===== src/rtl/fetch_pc_unit.sv =====
// rtl/fetch_pc_unit.sv - fetch-stage PC select, next-PC prediction and decode register
// Optional INSTR_CHECK_EN: halt with stat=INS on icode > 0xB instead of treating it as a NOP.
module fetch_pc_unit #(
    parameter int                 PC_WID     = 32,
    parameter logic [PC_WID-1:0]  RESET_PC   = '0,
    parameter int                 VALC_BYTES = 4
) (
    input  logic              clk,
    input  logic              rst_n,
    output logic [PC_WID-1:0] PC,
    input  logic [3:0]        icode,
    input  logic [3:0]        ifun,
    input  logic [3:0]        rA,
    input  logic [3:0]        rB,
    input  logic [PC_WID-1:0] valC,
    input  logic              F_stall,
    input  logic              D_stall,
    input  logic              D_bubble,
    input  logic              M_mispredict,
    input  logic [PC_WID-1:0] M_valA,
    input  logic              W_ret,
    input  logic [PC_WID-1:0] W_valM,
    output logic [3:0]        D_icode,
    output logic [3:0]        D_ifun,
    output logic [3:0]        D_rA,
    output logic [3:0]        D_rB,
    output logic [PC_WID-1:0] D_valC,
    output logic [PC_WID-1:0] D_valP,
    output logic              D_valid,
    output logic [1:0]        stat
);
    typedef enum logic {S_RUN, S_HALT} state_t;

    localparam logic [1:0] STAT_AOK = 2'd0;
    localparam logic [1:0] STAT_HLT = 2'd1;
    localparam logic [1:0] STAT_INS = 2'd2;

    state_t            state_q;
    logic [PC_WID-1:0] pred_pc_q;

    logic              redirect;
    logic [PC_WID-1:0] redirect_pc;
    logic              need_regids;
    logic              need_valc;
    logic [PC_WID-1:0] val_p;
    logic [PC_WID-1:0] pred_next;
    logic              fetch_go;
    logic              stop_hlt;
    logic              stop_ins;

    assign redirect    = M_mispredict | W_ret;
    assign redirect_pc = M_mispredict ? M_valA : W_valM;
    assign PC          = redirect ? redirect_pc : pred_pc_q;

    always_comb begin
        need_regids = 1'b0;
        need_valc   = 1'b0;
        case (icode)
            4'h2, 4'h6, 4'hA, 4'hB: need_regids = 1'b1;
            4'h3, 4'h4, 4'h5: begin
                need_regids = 1'b1;
                need_valc   = 1'b1;
            end
            4'h7, 4'h8: need_valc = 1'b1;
            default: ;
        endcase
    end

    assign val_p = PC + PC_WID'(1) + PC_WID'(need_regids)
                 + (need_valc ? PC_WID'(VALC_BYTES) : '0);
    assign pred_next = (icode == 4'h7 || icode == 4'h8) ? valC : val_p;

    // A fetch only commits (and may halt) when it actually enters decode and fetch is not stalled.
    assign fetch_go = (state_q == S_RUN) && !F_stall && !D_stall && !D_bubble;
    assign stop_hlt = fetch_go && (icode == 4'h0);
`ifdef INSTR_CHECK_EN
    assign stop_ins = fetch_go && (icode > 4'hB);
`else
    assign stop_ins = 1'b0;
`endif

    always_ff @(posedge clk or negedge rst_n) begin
        if (!rst_n) begin
            state_q   <= S_RUN;
            pred_pc_q <= RESET_PC;
            stat      <= STAT_AOK;
            D_icode   <= 4'h1;
            D_ifun    <= 4'h0;
            D_rA      <= 4'h0;
            D_rB      <= 4'h0;
            D_valC    <= '0;
            D_valP    <= '0;
            D_valid   <= 1'b0;
        end else begin
            case (state_q)
                S_RUN: begin
                    if (stop_hlt || stop_ins) begin
                        pred_pc_q <= PC;
                        state_q   <= S_HALT;
                        stat      <= stop_ins ? STAT_INS : STAT_HLT;
                    end else if (!F_stall) begin
                        pred_pc_q <= pred_next;
                    end else if (redirect) begin
                        pred_pc_q <= redirect_pc;
                    end
                end
                S_HALT: begin
                    if (redirect) begin
                        pred_pc_q <= redirect_pc;
                        state_q   <= S_RUN;
                        stat      <= STAT_AOK;
                    end
                end
                default: state_q <= S_RUN;
            endcase

            if (D_bubble || (state_q == S_HALT && !D_stall)) begin
                D_icode <= 4'h1;
                D_ifun  <= 4'h0;
                D_rA    <= 4'h0;
                D_rB    <= 4'h0;
                D_valC  <= '0;
                D_valP  <= '0;
                D_valid <= 1'b0;
            end else if (!D_stall) begin
                D_icode <= icode;
                D_ifun  <= ifun;
                D_rA    <= rA;
                D_rB    <= rB;
                D_valC  <= valC;
                D_valP  <= val_p;
                D_valid <= 1'b1;
            end
        end
    end
endmodule


===== config.mk =====
export PLATFORM = sky130hd
export DESIGN_NAME = fetch_pc_unit
export DESIGN_NICKNAME = d
export VERILOG_FILES = /design/src/rtl/fetch_pc_unit.sv
export SDC_FILE = /design/constraint.sdc
export NUM_CORES = 1
export LEC_CHECK = 0
export CAP_MARGIN = 10
export CORE_ASPECT_RATIO = 0.6
export CORE_UTILIZATION = 45
export CTS_CLUSTER_SIZE = 16
export DETAILED_ROUTE_END_ITERATION = 8
export GPL_TIMING_DRIVEN = 0
export PLACE_DENSITY = 0.91
export SLEW_MARGIN = 10
export SYNTH_ARGS = -nofsm -noshare
export SYNTH_HDL_FRONTEND = slang
export SYNTH_SLANG_ARGS = --single-unit

===== constraint.sdc =====
create_clock -name clk -period 3.3 [get_ports clk]
set_clock_uncertainty 0.05 [all_clocks]
set_input_delay 0.33 -clock clk [delete_from_list [all_inputs] [get_ports clk]]
set_output_delay 0.33 -clock clk [all_outputs]
set_load 0.01 [all_outputs]

==> flow_summary.ini <==
[run_status]
status = finished, final reports clean

[cts]
cts_buffer_depth = 2
cts_made_buffers = 17
cts_tree = built
cts.sinks = 115
clock_latency_ns = 0.41
clk_pin_slew_ns = 0.06
clock-root-buffer = clkbuf_16
cts.htree.levels = 4

[layout]
final_common_cell = clkdlybuf4s50_1
layout-drive-gt1-share_pct = 10.2
fin_area_mm2 = 0.00961
area.growth.synth_to_final_pct = 50.7
final_cell_mix = 226 x clkdlybuf4s50_1, 114 x dfrtp_1, 74 x nand2_1
nets = 1011
n_antenna_cell = 0
nFillCells = 1028

[yosys]
yosysWarnings = 0
syn_avg_cell_area_um2 = 9.99
synth-seq-cells = 115
synth_cell_types = 65
synthArstFlopShare_pct = 100
ys_seq_area_share_pct = 45.2
synth_area_mm2 = 0.00637
synth_cells = 638
synth_edf_count = 0
synth_top_flop_cell = dfrtp_1
synth_fp_nets = 761

[timing]
fin_tns_setup_ns = 0
max_clock_freq_mhz = 316
maxSlewViolCount = 0
slew_headroom_pct = 45.0
finalSetupViolations = 0
hold_violations = 0
fin_crit_ns = 3.17
fin_ws_ns = 0.131
min_period_over_period_pct = 96.0
tightest_slew_ns = 0.802

[placement]
dpl.hpwl_um = 17000
gp_congestion = 0.854
pre_cts_ws_ns = -1.35
dpl_cell_area_mm2 = 0.00893
port_buffers = 228

[route]
drcViolationCount = 0
ant_nets = 0
wl_per_cell_um = 21.2
num_vias = 6343
firstDrtPassIters = 6
routed_via_density = 5.80
first_iter_violations = 542
drt_wl_total_um = 23200

[die]
pin_count = 234
dieHeight_um = 94.2
die_w_um = 156
coreArea_mm2 = 0.0137
die_area_mm2 = 0.0147
start_util_pct = 46.4
rows = 33

[min_path]
hold_path.class = in -> async

[grt]
grt_use_total_pct = 32.3
grt_max_degree = 86
gr-total-overflow = 0
grt_pass1_wl_um = 35200
grt_pass1_vias = 6331
antenna_found_initial = 0

[power]
power.density_mw_per_mm2 = 474
ir_drop_mv = 0.302
p_leak_nw = 4.03
p_total_mw = 4.56

[critical_path]
start_kind = input pin
setup.worst_path.class = in -> reg
arrival_ns = 3.41
crit_required_ns = 3.54
cp_max_fo = 10
crit_path_end_kind = flip-flop

[flow_run]
max-cap-violations = 0
-- metrics by stage --
stage	std cells	hold slack, ns	utilization [%]
6_report	1093	0.315	69.9
5_1_grt	1093	0.328	69.9
4_1_cts	1091	0.329	69.7
3_5_place_dp	1059	0.187	65.0
3_3_place_gp	1058	0.403	64.8
2_1_floorplan	638	-0.0156	-
-- final timing paths --
kind / start / endpoint / slack [ns] / cells after the start
hold reg to reg: D_valP[10] / D_valP[10] / 0.43 / 2
setup / recovery: W_ret / pred_pc_q[27] / 0.13 / 14
setup reg to reg: state_q / pred_pc_q[20] / 0.23 / 7
min in group clk: icode[1] / D_icode[1] / 0.35 / 2
max in group asynchronous: rst_n / D_valP[12] / 2.12 / 3
hold / removal: rst_n / D_valC[28] / 0.32 / 2
-- synthesized netlist by cell type (9+ instances only) --
cell type	number	share of area [%]
nor3_1	10	0.79
xnor2_1	22	3.0
a21oi_1	21	1.6
dfrtp_1	114	45
mux2_2	10	1.8
o21ai_1	11	0.86
o21a_1	9	1.1
inv_1	19	1.1
nand3_1	13	1.0
a22o_1	49	6.7
clkbuf_1	35	2.1
o21ai_0	46	3.6
nand2_1	74	4.4
nor2_1	32	1.9
mux2i_1	36	5.7
-- sequential cells by signal, summed over array words and instances (netlist names), 4 cells and up --
name / cells
D_valP: 32
D_valC: 32
D_ifun: 4
D_rB: 4
pred_pc_q: 32
D_rA: 4
D_icode: 4
-- critical path, cell delays in order --
cell     delay, ns
buf_6         0.14
buf_12        0.17
buf_8         0.18
mux2i_1       0.25
o21ai_1       0.14
ha_1          0.38
nor3b_1       0.21
a211o_1       0.22
nor3b_4       0.30
nand3_4       0.14
buf_6         0.21
nor4_4        0.31
nor3_1        0.07
a311o_1       0.34
-- power by group --
part           switching, mW  leakage (nW)  total (mW)  internal (mW)
clock                  0.730         0.276        1.93           1.20
sequential            0.0557          1.48        1.58           1.53
combinational          0.527          2.28        1.05          0.519
-- metal layers --
metal	vias up	global-route usage, %	part of all wire (%)
li1	2816	-	-
met1	3108	44.2	44
met2	384	51.2	46
met3	35	8.12	9.4
met4	0	7.92	1.2
met5	-	0	0
-- what timing repair did --
item                       4_1_cts  5_1_grt
hold buffers                     1        0
hold endpoints to repair        30        0
setup endpoints to repair       56        4
resized for setup                7        3
setup buffers                    1        2
pin swaps                        0        3
-- cell families (layout without fill, tap and decap cells) --
group / count (synthesis) / count (layout) / share of synthesized area, %
AOI/OAI and AO/OA: 193 / 193 / 21.2
xor gates and xnor gates: 30 / 30 / 4.12
adders and majority gates: 4 / 4 / 0.785
buffers and inverters: 70 / 333 / 5.30
DFF: 115 / 115 / 45.2
muxes: 46 / 46 / 7.42
other: 1 / 1 / 0.0588
and+or+nand+nor: 179 / 179 / 15.9
-- area by class of cell --
| class | instances | area, um^2 | share of cell area, % |
|---|---|---|---|
| clock buffer | 18 | 429 | 4.47 |
| tap | 192 | 240 | 2.50 |
| multi-input combinational | 453 | 3190 | 33.2 |
| clock inverter | 14 | 179 | 1.86 |
| timing repair buffer | 233 | 2340 | 24.4 |
| inverter | 19 | 71.3 | 0.742 |
| buffer | 49 | 277 | 2.88 |
| sequential | 115 | 2880 | 30.0 |
Power figures use the tool's default switching activity.
